## config.mk

```make
export PLATFORM = sky130hd
export DESIGN_NAME = hand_tracker
export DESIGN_NICKNAME = d
export VERILOG_FILES = /design/src/rtl/hand_tracker.sv
export SDC_FILE = /design/constraint.sdc
export NUM_CORES = 1
export LEC_CHECK = 0
export CAP_MARGIN = 20
export CORE_MARGIN = 4
export CORE_UTILIZATION = 60
export CTS_BUF_LIST = sky130_fd_sc_hd__clkbuf_2 sky130_fd_sc_hd__clkbuf_4 sky130_fd_sc_hd__clkbuf_8
export DETAILED_ROUTE_END_ITERATION = 7
export GPL_TIMING_DRIVEN = 0
export PLACE_DENSITY = 0.78
export SETUP_SLACK_MARGIN = 0.5
export SLEW_MARGIN = 30
export SYNTH_ARGS = -nofsm -noshare
export SYNTH_HDL_FRONTEND = slang
export SYNTH_SLANG_ARGS = --single-unit
```

## constraint.sdc

```tcl
create_clock -name clk -period 11.21 [get_ports clk]
set_input_delay 1.121 -clock clk [delete_from_list [all_inputs] [get_ports clk]]
set_output_delay 1.121 -clock clk [all_outputs]
set_load 0.05 [all_outputs]
```

## src/rtl/hand_tracker.sv

```systemverilog
// hand_tracker: per-frame centroids and grab flags for two colour markers, with a fixed-latency
// sequential divider. Define HAND_SMOOTH_EN to average each new centroid with the previous position.
module hand_tracker #(
   parameter int H_ACTIVE = 1024,
   parameter int V_ACTIVE = 768,
   parameter int MIN_PIX  = 16,
   parameter int GRAB_HI  = 600,
   parameter int GRAB_LO  = 300,
   parameter int SUM_W    = 30,
   parameter int CNT_W    = 20
) (
   input  logic        clk,
   input  logic        reset,
   input  logic [10:0] hcount,
   input  logic [9:0]  vcount,
   input  logic        vsync,
   input  logic        pix_valid,
   input  logic        hand1_hit,
   input  logic        hand2_hit,
   output logic [10:0] hand1x,
   output logic [9:0]  hand1y,
   output logic [10:0] hand2x,
   output logic [9:0]  hand2y,
   output logic        grab1,
   output logic        grab2,
   output logic        update,
   output logic        overrun
);

   localparam int                STEP_W    = $clog2(SUM_W);
   localparam logic [STEP_W-1:0] STEP_LAST = STEP_W'(SUM_W - 1);
   localparam logic [11:0]       H_LIM     = 12'(H_ACTIVE);
   localparam logic [10:0]       V_LIM     = 11'(V_ACTIVE);
   localparam logic [SUM_W-1:0]  X_MAX     = SUM_W'(H_ACTIVE - 1);
   localparam logic [SUM_W-1:0]  Y_MAX     = SUM_W'(V_ACTIVE - 1);
   localparam logic [10:0]       X_MAX_P   = 11'(H_ACTIVE - 1);
   localparam logic [9:0]        Y_MAX_P   = 10'(V_ACTIVE - 1);
   localparam logic [CNT_W-1:0]  MIN_PIX_C = CNT_W'(MIN_PIX);
   localparam logic [CNT_W-1:0]  GRAB_HI_C = CNT_W'(GRAB_HI);
   localparam logic [CNT_W-1:0]  GRAB_LO_C = CNT_W'(GRAB_LO);

   typedef enum logic [1:0] {
      ST_IDLE = 2'd0,
      ST_LOAD = 2'd1,
      ST_DIV  = 2'd2,
      ST_DONE = 2'd3
   } state_t;

   function automatic logic [SUM_W-1:0] sat_add(input logic [SUM_W-1:0] a, input logic [SUM_W-1:0] b);
      logic [SUM_W:0] s;
      s = {1'b0, a} + {1'b0, b};
      if (s[SUM_W]) return '1;
      else return s[SUM_W-1:0];
   endfunction

   function automatic logic [CNT_W-1:0] sat_inc(input logic [CNT_W-1:0] c);
      if (c == '1) return c;
      else return c + CNT_W'(1);
   endfunction

   function automatic logic [10:0] clamp_x(input logic [SUM_W-1:0] q);
      if (q > X_MAX) return X_MAX_P;
      else return q[10:0];
   endfunction

   function automatic logic [9:0] clamp_y(input logic [SUM_W-1:0] q);
      if (q > Y_MAX) return Y_MAX_P;
      else return q[9:0];
   endfunction

   function automatic logic next_grab(input logic [CNT_W-1:0] cnt, input logic old);
      if (cnt < MIN_PIX_C) return 1'b0;
      else if (cnt >= GRAB_HI_C) return 1'b1;
      else if (cnt < GRAB_LO_C) return 1'b0;
      else return old;
   endfunction

`ifdef HAND_SMOOTH_EN
   function automatic logic [10:0] avg_x(input logic [10:0] a, input logic [10:0] b);
      return 11'(({1'b0, a} + {1'b0, b}) >> 1);
   endfunction

   function automatic logic [9:0] avg_y(input logic [9:0] a, input logic [9:0] b);
      return 10'(({1'b0, a} + {1'b0, b}) >> 1);
   endfunction
`endif

   state_t             state_r, state_nxt_s;
   logic               vsync_d_r;
   logic               edge_s, pix_ok_s, last_s;
   logic [1:0]         hit_s;
   logic [SUM_W-1:0]   acc_sx_r [2];
   logic [SUM_W-1:0]   acc_sy_r [2];
   logic [CNT_W-1:0]   acc_cnt_r [2];
   logic [SUM_W-1:0]   snap_sx_r [2];
   logic [SUM_W-1:0]   snap_sy_r [2];
   logic [CNT_W-1:0]   snap_cnt_r [2];
   logic [SUM_W-1:0]   q_r, q_nxt_s, next_dividend_s;
   logic [CNT_W-1:0]   rem_r, rem_nxt_s, divisor_s;
   logic [CNT_W:0]     shifted_s;
   logic               ge_s;
   logic [STEP_W-1:0]  step_r;
   logic [1:0]         op_r;
   logic [SUM_W-1:0]   res_x1_r, res_y1_r, res_x2_r;
   logic [10:0]        cx1_s, cx2_s, new1x_s, new2x_s;
   logic [9:0]         cy1_s, cy2_s, new1y_s, new2y_s;

   assign edge_s   = vsync & ~vsync_d_r;
   assign pix_ok_s = pix_valid && ({1'b0, hcount} < H_LIM) && ({1'b0, vcount} < V_LIM);
   assign hit_s    = {hand2_hit, hand1_hit} & {2{pix_ok_s}};
   assign last_s   = (state_r == ST_DIV) && (op_r == 2'd3) && (step_r == STEP_LAST);

   // vsync delay for edge detection; kept running through reset so no false edge follows it
   always_ff @(posedge clk) begin
      vsync_d_r <= vsync;
   end

   // Per-frame accumulators; a hit on the edge cycle seeds the new frame
   always_ff @(posedge clk) begin
      for (int i = 0; i < 2; i++) begin
         if (reset) begin
            acc_sx_r[i]  <= '0;
            acc_sy_r[i]  <= '0;
            acc_cnt_r[i] <= '0;
         end else if (edge_s) begin
            acc_sx_r[i]  <= hit_s[i] ? SUM_W'(hcount) : '0;
            acc_sy_r[i]  <= hit_s[i] ? SUM_W'(vcount) : '0;
            acc_cnt_r[i] <= hit_s[i] ? CNT_W'(1) : '0;
         end else if (hit_s[i]) begin
            acc_sx_r[i]  <= sat_add(acc_sx_r[i], SUM_W'(hcount));
            acc_sy_r[i]  <= sat_add(acc_sy_r[i], SUM_W'(vcount));
            acc_cnt_r[i] <= sat_inc(acc_cnt_r[i]);
         end
      end
   end

   // Snapshot of the finished frame, taken only when the divider is free
   always_ff @(posedge clk) begin
      for (int i = 0; i < 2; i++) begin
         if (reset) begin
            snap_sx_r[i]  <= '0;
            snap_sy_r[i]  <= '0;
            snap_cnt_r[i] <= '0;
         end else if (edge_s && (state_r == ST_IDLE)) begin
            snap_sx_r[i]  <= acc_sx_r[i];
            snap_sy_r[i]  <= acc_sy_r[i];
            snap_cnt_r[i] <= acc_cnt_r[i];
         end
      end
   end

   // FSM state register
   always_ff @(posedge clk) begin
      if (reset) state_r <= ST_IDLE;
      else state_r <= state_nxt_s;
   end

   // FSM next state
   always_comb begin
      state_nxt_s = state_r;
      case (state_r)
         ST_IDLE: begin
            if (edge_s) state_nxt_s = ST_LOAD;
            else state_nxt_s = ST_IDLE;
         end
         ST_LOAD: state_nxt_s = ST_DIV;
         ST_DIV: begin
            if (last_s) state_nxt_s = ST_DONE;
            else state_nxt_s = ST_DIV;
         end
         ST_DONE: state_nxt_s = ST_IDLE;
         default: state_nxt_s = ST_IDLE;
      endcase
   end

   // Restoring divider step: dividend bits shift out of q_r while quotient bits shift in.
   // A zero divisor yields all-ones, which is harmless because such hands are ignored.
   always_comb begin
      divisor_s = snap_cnt_r[op_r[1]];
      shifted_s = {rem_r, q_r[SUM_W-1]};
      ge_s      = (shifted_s >= {1'b0, divisor_s});
      q_nxt_s   = {q_r[SUM_W-2:0], ge_s};
      if (ge_s) rem_nxt_s = CNT_W'(shifted_s - {1'b0, divisor_s});
      else rem_nxt_s = shifted_s[CNT_W-1:0];
      case (op_r)
         2'd0:    next_dividend_s = snap_sy_r[0];
         2'd1:    next_dividend_s = snap_sx_r[1];
         2'd2:    next_dividend_s = snap_sy_r[1];
         default: next_dividend_s = snap_sx_r[0];
      endcase
   end

   // Divider sequencing over h1x, h1y, h2x, h2y
   always_ff @(posedge clk) begin
      if (reset) begin
         q_r      <= '0;
         rem_r    <= '0;
         step_r   <= '0;
         op_r     <= 2'd0;
         res_x1_r <= '0;
         res_y1_r <= '0;
         res_x2_r <= '0;
      end else begin
         case (state_r)
            ST_LOAD: begin
               q_r    <= snap_sx_r[0];
               rem_r  <= '0;
               step_r <= '0;
               op_r   <= 2'd0;
            end
            ST_DIV: begin
               if (step_r == STEP_LAST) begin
                  case (op_r)
                     2'd0:    res_x1_r <= q_nxt_s;
                     2'd1:    res_y1_r <= q_nxt_s;
                     2'd2:    res_x2_r <= q_nxt_s;
                     default: begin end
                  endcase
                  q_r    <= next_dividend_s;
                  rem_r  <= '0;
                  step_r <= '0;
                  op_r   <= op_r + 2'd1;
               end else begin
                  q_r    <= q_nxt_s;
                  rem_r  <= rem_nxt_s;
                  step_r <= step_r + STEP_W'(1);
               end
            end
            default: begin end
         endcase
      end
   end

   // New positions; the last quotient (h2y) is taken straight from the divider step
   always_comb begin
      cx1_s   = clamp_x(res_x1_r);
      cy1_s   = clamp_y(res_y1_r);
      cx2_s   = clamp_x(res_x2_r);
      cy2_s   = clamp_y(q_nxt_s);
      new1x_s = hand1x;
      new1y_s = hand1y;
      new2x_s = hand2x;
      new2y_s = hand2y;
      if (snap_cnt_r[0] >= MIN_PIX_C) begin
`ifdef HAND_SMOOTH_EN
         new1x_s = avg_x(hand1x, cx1_s);
         new1y_s = avg_y(hand1y, cy1_s);
`else
         new1x_s = cx1_s;
         new1y_s = cy1_s;
`endif
      end else begin
         new1x_s = hand1x;
         new1y_s = hand1y;
      end
      if (snap_cnt_r[1] >= MIN_PIX_C) begin
`ifdef HAND_SMOOTH_EN
         new2x_s = avg_x(hand2x, cx2_s);
         new2y_s = avg_y(hand2y, cy2_s);
`else
         new2x_s = cx2_s;
         new2y_s = cy2_s;
`endif
      end else begin
         new2x_s = hand2x;
         new2y_s = hand2y;
      end
   end

   // Registered outputs, loaded together with the update pulse
   always_ff @(posedge clk) begin
      if (reset) begin
         hand1x  <= '0;
         hand1y  <= '0;
         hand2x  <= '0;
         hand2y  <= '0;
         grab1   <= 1'b0;
         grab2   <= 1'b0;
         update  <= 1'b0;
         overrun <= 1'b0;
      end else begin
         update  <= last_s;
         overrun <= edge_s && (state_r != ST_IDLE);
         if (last_s) begin
            hand1x <= new1x_s;
            hand1y <= new1y_s;
            hand2x <= new2x_s;
            hand2y <= new2y_s;
            grab1  <= next_grab(snap_cnt_r[0], grab1);
            grab2  <= next_grab(snap_cnt_r[1], grab2);
         end
      end
   end

endmodule

```

== Word-level counts from Yosys, hierarchy flattened ==
Memories as Yosys holds them, arrays and structs flattened. A register that Yosys moved wholly into a read port is not among the register bits.
Index checks and enable logic that the tools add are counted.

* Output and inout port bits: 46
* Bits in registers: 196
* Memories: 6
* Bits in writable memories: 320

* Order comparisons: 15
* Multiplexer cells: 89
* Reductions and logical operators: 20
* Add/subtract/negate cells: 9
* Eq/ne operators: 10
* Bitwise logic cells: 21

{| class="wikitable"
|+ Memories
! memory !! depth !! width !! rd ports !! clocked after memory_dff !! wr ports !! RTL line !! text
|-
| acc_sx_r || 2 || 30 || 2 || 0 || 2 || 92 || <nowiki>logic [SUM_W-1:0] acc_sx_r [2];</nowiki>
|-
| acc_sy_r || 2 || 30 || 2 || 0 || 2 || 93 || <nowiki>logic [SUM_W-1:0] acc_sy_r [2];</nowiki>
|-
| snap_sx_r || 2 || 30 || 2 || 0 || 2 || 95 || <nowiki>logic [SUM_W-1:0] snap_sx_r [2];</nowiki>
|-
| snap_sy_r || 2 || 30 || 2 || 0 || 2 || 96 || <nowiki>logic [SUM_W-1:0] snap_sy_r [2];</nowiki>
|-
| acc_cnt_r || 2 || 20 || 2 || 0 || 2 || 94 || <nowiki>logic [CNT_W-1:0] acc_cnt_r [2];</nowiki>
|-
| snap_cnt_r || 2 || 20 || 3 || 1 || 2 || 97 || <nowiki>logic [CNT_W-1:0] snap_cnt_r [2];</nowiki>
|}

{| class="wikitable"
|+ Operator list
! kind !! count
|-
| 30-bit two-way mux || 29
|-
| 20-bit two-way mux || 16
|-
| 30-bit by 10-bit > comparator with 1-bit output, second input constant || 4
|-
| 30-bit case mux with 3 select lines || 1
|-
| 30-bit by 10-bit adder with 31-bit output || 2
|-
| 30-bit by 11-bit adder with 31-bit output || 2
|-
| 30-bit case mux with 2 select lines || 1
|-
| 11-bit two-way mux || 4
|-
| 20-bit by 1-bit adder with 20-bit output, second input constant || 2
|-
| 20-bit == test, second input constant || 2
|-
| 20-bit by 10-bit greater-or-equal comparator with 1-bit output, second input constant || 2
|-
| 20-bit by 5-bit greater-or-equal comparator with 1-bit output, second input constant || 2
|-
| 20-bit by 5-bit < comparator with 1-bit output, second input constant || 2
|-
| 20-bit by 9-bit < comparator with 1-bit output, second input constant || 2
|-
| 10-bit two-way mux || 4
|-
| 20-bit case mux with 2 select lines || 1
|-
| 1-bit two-way mux || 28
|-
| 21-bit by 20-bit greater-or-equal comparator with 1-bit output || 1
|-
| 20-bit subtractor || 1
|-
| 1-bit bitwise OR || 18
|-
| 11-bit < comparator, second input constant || 1
|-
| 10-bit < comparator, second input constant || 1
|-
| 5-bit case mux with 2 select lines || 1
|-
| 2-bit AND reduction || 5
|-
| 18 further kinds || 32
|}

== Depth between registers and ports, before layout ==
* Word-level depth: 9
* Depth in mapped cells: 13
* Depth with buffers taken out: 11

== Least setup slack after synthesis ==
OpenSTA, ideal clock, no wires.

* Kind: input to register
* Start point: input reset
* End point: memory snap_cnt_r[0][0] (enable)
* Setup slack: 5.760 ns
* Library setup time: 0.519 ns
* Data arrival time: 4.932 ns
* Path buffers: 2
* Cell stages on the path: 3
* Required time: 10.691 ns
* Cell sequence: clkbuf_1 > buf_1 > a21o_1

{| class="wikitable"
|+ RTL lines
! element !! RTL line !! text
|-
| start: declaration || 13 || <nowiki>input logic reset,</nowiki>
|-
| end: declaration || 97 ||
|}

==> reports/qor.txt <==
Outcome: finished clean
CP Capture Type: flip-flop
IO buf count: 72
Synthesized flop and latch total: 517
Clock tree sinks: 517
Max Slew Vio Count: 0
Total Routing Usage GR: 0.290
GP Congestion: 0.977
Main combinational cell family by area after synthesis: simple AND/OR/NAND/NOR gates
Post-synth top area cell: edfxtp_1
Yosys warns: 0
Fin cells: 3,323
Root Driver: clkbuf_8
Final setup TNS: 0 ns
Synthesized area per cell: 10.1 µm²
Vias per Instance: 6.20
DR pass1 iterations: 6
Relative slew slack: 0.363
Simple-gate share of the synthesized area: 0.182
Cell variety after synth: 85
Area share of the largest cell type after synthesis: 0.373
Gate Count Post-Synth: 2,557
CP max stage delay: 0.69 ns
Kind of critical path: input port to flip-flop
Vias: 20,600
Die Span Y: 215 µm
Drt initial violations: 1,871
CP delay by family, top: compound AO/OA/AOI/OAI gates
Minimum clock period: 4.21 ns
Compound-cell area share of the yosys netlist: 0.155
Main flop type after synthesis: edfxtp_1
Slew @ Worst Pin: 0.956 ns
First-pass GRT wire length: 108,000 µm
Register area share after synthesis: 0.526
Worst-path clk slew: 0.06 ns
GRT busiest layer: met2
Nets: 2,830
Mux contribution to synthesized area: 0.0230
Unrepaired setup endpoints after global routing: false
Share of cells above drive strength 1: 0.0751
Net Count, Synth: 2,663
Routed wire length: 68,500 µm
Vias in the first global route: 20,100
Initial Utilization: 0.610
Pleak: 10.6 nW
Post-synthesis adder-cell area fraction: 0.0398
Routing usage on met2: 0.471
CTS Buffer Depth: 3
# resized after CTS: 0
Row count: 75
M3 GR Usage: 0.0571
CTS Buf Count: 86
Hold Buf Count CTS: 0
Most common cell after layout, fill and taps aside: edfxtp_1
EDFF count, synth: 320
Core area: 0.0422 mm²
Post-Syn Area: 0.0258 mm²
Power per cell area: 146 mW/mm²
Area Growth Syn to Fin: 12.9%
FMAX: 0.238 GHz
Hold crit path type: flip-flop to flip-flop
Crit Path Max Fanout: 10
Avg WL per Cell: 20.6 µm
GRT met1 Usage: 0.380
Antenna violations before repair: 1
Final Cycle Share: 0.375
Placed insts: 3,175
Async set-reset flop share out of synthesis: 0
VDD IR max: 0.118 mV
CP Cell Sequence: clkdlybuf4s50_1, ha_1, inv_1, fa_1, nor2b_1, o31a_1, o31ai_1, a21oi_1, nand3_2, buf_2, a31oi_1
H-Tree Depth: 3
Clk_lat worst skew: 0.66 ns
# IOs: 73
Endpoints failing hold: 0
Critical Path Source Type: input port
Final setup fails: 0
CP max stage cell: o31ai_1
DRT antenna net count: 0
Most frequent cells in the layout: edfxtp_1, nand2_1, a21oi_1, dfxtp_1, nor2_1
Total Power: 4.26 mW
CP Data Arrival Time: 4.56 ns
Antenna fix cells: 0
TritonCTS clock tree: done
Fillers: 3,148
GRT Residual Overflow: 0
Largest net degree at the start of global routing: 54
Top post-synthesis cells by area: edfxtp_1, dfxtp_1, a21oi_1
Number of setup buffers added after CTS: 0
Full die area: 0.0463 mm²
Buf+Inv Stages, Crit Path: 3
DRC: 0
Dpl hpwl: 50,500 µm
WP data required: 11.57 ns
Xor and xnor area share after synthesis: 0.0411
Die Wd: 215 µm
MaxCap Viol Count: 0
Layout Skew: 0.0254 ns
## layout make-up
| cell class | instances | area, µm² | share of cell area |
|---|---|---|---|
| inverters | 73 | 274 | 0.00942 |
| plain buffers | 146 | 604 | 0.0208 |
| clock inverters | 32 | 305 | 0.0105 |
| multi-input cells | 1821 | 11400 | 0.391 |
| clock buffers | 116 | 1430 | 0.0493 |
| well taps | 539 | 674 | 0.0232 |
| flip-flops and latches | 517 | 13600 | 0.466 |
| repair buffers | 79 | 862 | 0.0296 |
## metrics by stage
stage / hold slack (ns) / setup slack, ns / util / cell area, µm²
after detailed placement: 0.445 / 6.41 / 0.648 / 27400
after global routing: 0.477 / 7.04 / 0.689 / 29100
after CTS: 0.455 / 7.11 / 0.689 / 29100
after floorplan: 0.431 / 5.76 / - / 25800
final: 0.455 / 7.00 / 0.689 / 29100
after global placement: 0.439 / 3.70 / 0.643 / 27200
## flip-flops by register name (all words and copies together) (netlist names), 2 cells and up, named ones only
signal      count
hand2x         11
res_x1_r       30
hand1x         11
op_r            2
snap_sx_r      60
snap_cnt_r     40
acc_cnt_r      40
q_r            30
hand2y         10
acc_sy_r       60
hand1y         10
res_y1_r       30
snap_sy_r      60
step_r          5
state_r         2
res_x2_r       30
acc_sx_r       60
rem_r          20
## path summary, 6_finish.rpt
check / from / endpoint / slack (ns) / cells after the start
max: hcount[0] / acc_sx_r[1][2] / 7.00 / 11
min: res_y1_r[2] / res_y1_r[2] / 0.46 / 2
max reg2reg: flip-flop / rem_r[17] / 7.67 / 12
min reg2reg: res_y1_r[2] / res_y1_r[2] / 0.46 / 2
## cell usage after synthesis (16+ instances only)
| cell type | n |
|---|---|
| a211oi_1 | 18 |
| a21o_1 | 40 |
| a21oi_1 | 245 |
| a222oi_1 | 30 |
| a311oi_1 | 48 |
| a31oi_1 | 40 |
| and2_1 | 173 |
| and3_1 | 42 |
| buf_2 | 21 |
| clkbuf_1 | 106 |
| dfxtp_1 | 197 |
| edfxtp_1 | 320 |
| ha_1 | 74 |
| inv_1 | 73 |
| mux2i_1 | 58 |
| nand2_1 | 307 |
| nand3_1 | 69 |
| nand4_1 | 24 |
| nor2_1 | 190 |
| nor2b_1 | 16 |
| nor3_1 | 36 |
| nor4_1 | 23 |
| o21ai_0 | 99 |
| xnor2_1 | 36 |
| xor2_1 | 85 |
## worst reg2reg max path: cells and delay by family (launching register included)
kind                     cells  cell delay (ns)
AO/OA/AOI/OAI                5             1.04
adder cells (fa/ha/maj)      1             0.32
buffers and inverters        3             0.96
flip-flops                   1             0.35
multiplexers                 1             0.43
AND/OR/NAND/NOR              2             0.37
## cells by family after synthesis
| kind of cell | Yosys count |
|---|---|
| and+or+nand+nor | 945 |
| buffers and inverters | 219 |
| adders and majority gates | 79 |
| xor gates and xnor gates | 121 |
| AOI/OAI and AO/OA | 617 |
| DFF | 517 |
| muxes | 59 |
## power by group
| part | internal [mW] | total, mW | switching, mW |
|---|---|---|---|
| clock | 0.964 | 1.71 | 0.749 |
| combinational | 0.135 | 0.367 | 0.232 |
| sequential | 2.11 | 2.18 | 0.0736 |
| total | 3.21 | 4.26 | 1.05 |
## metal layers
layer / wire length [µm] / up-vias
met5: 0 / -
met4: 3130 / 0
met3: 5700 / 189
met2: 31700 / 958
met1: 28100 / 9787
li1: - / 9663
Power figures use the tool's default switching activity.
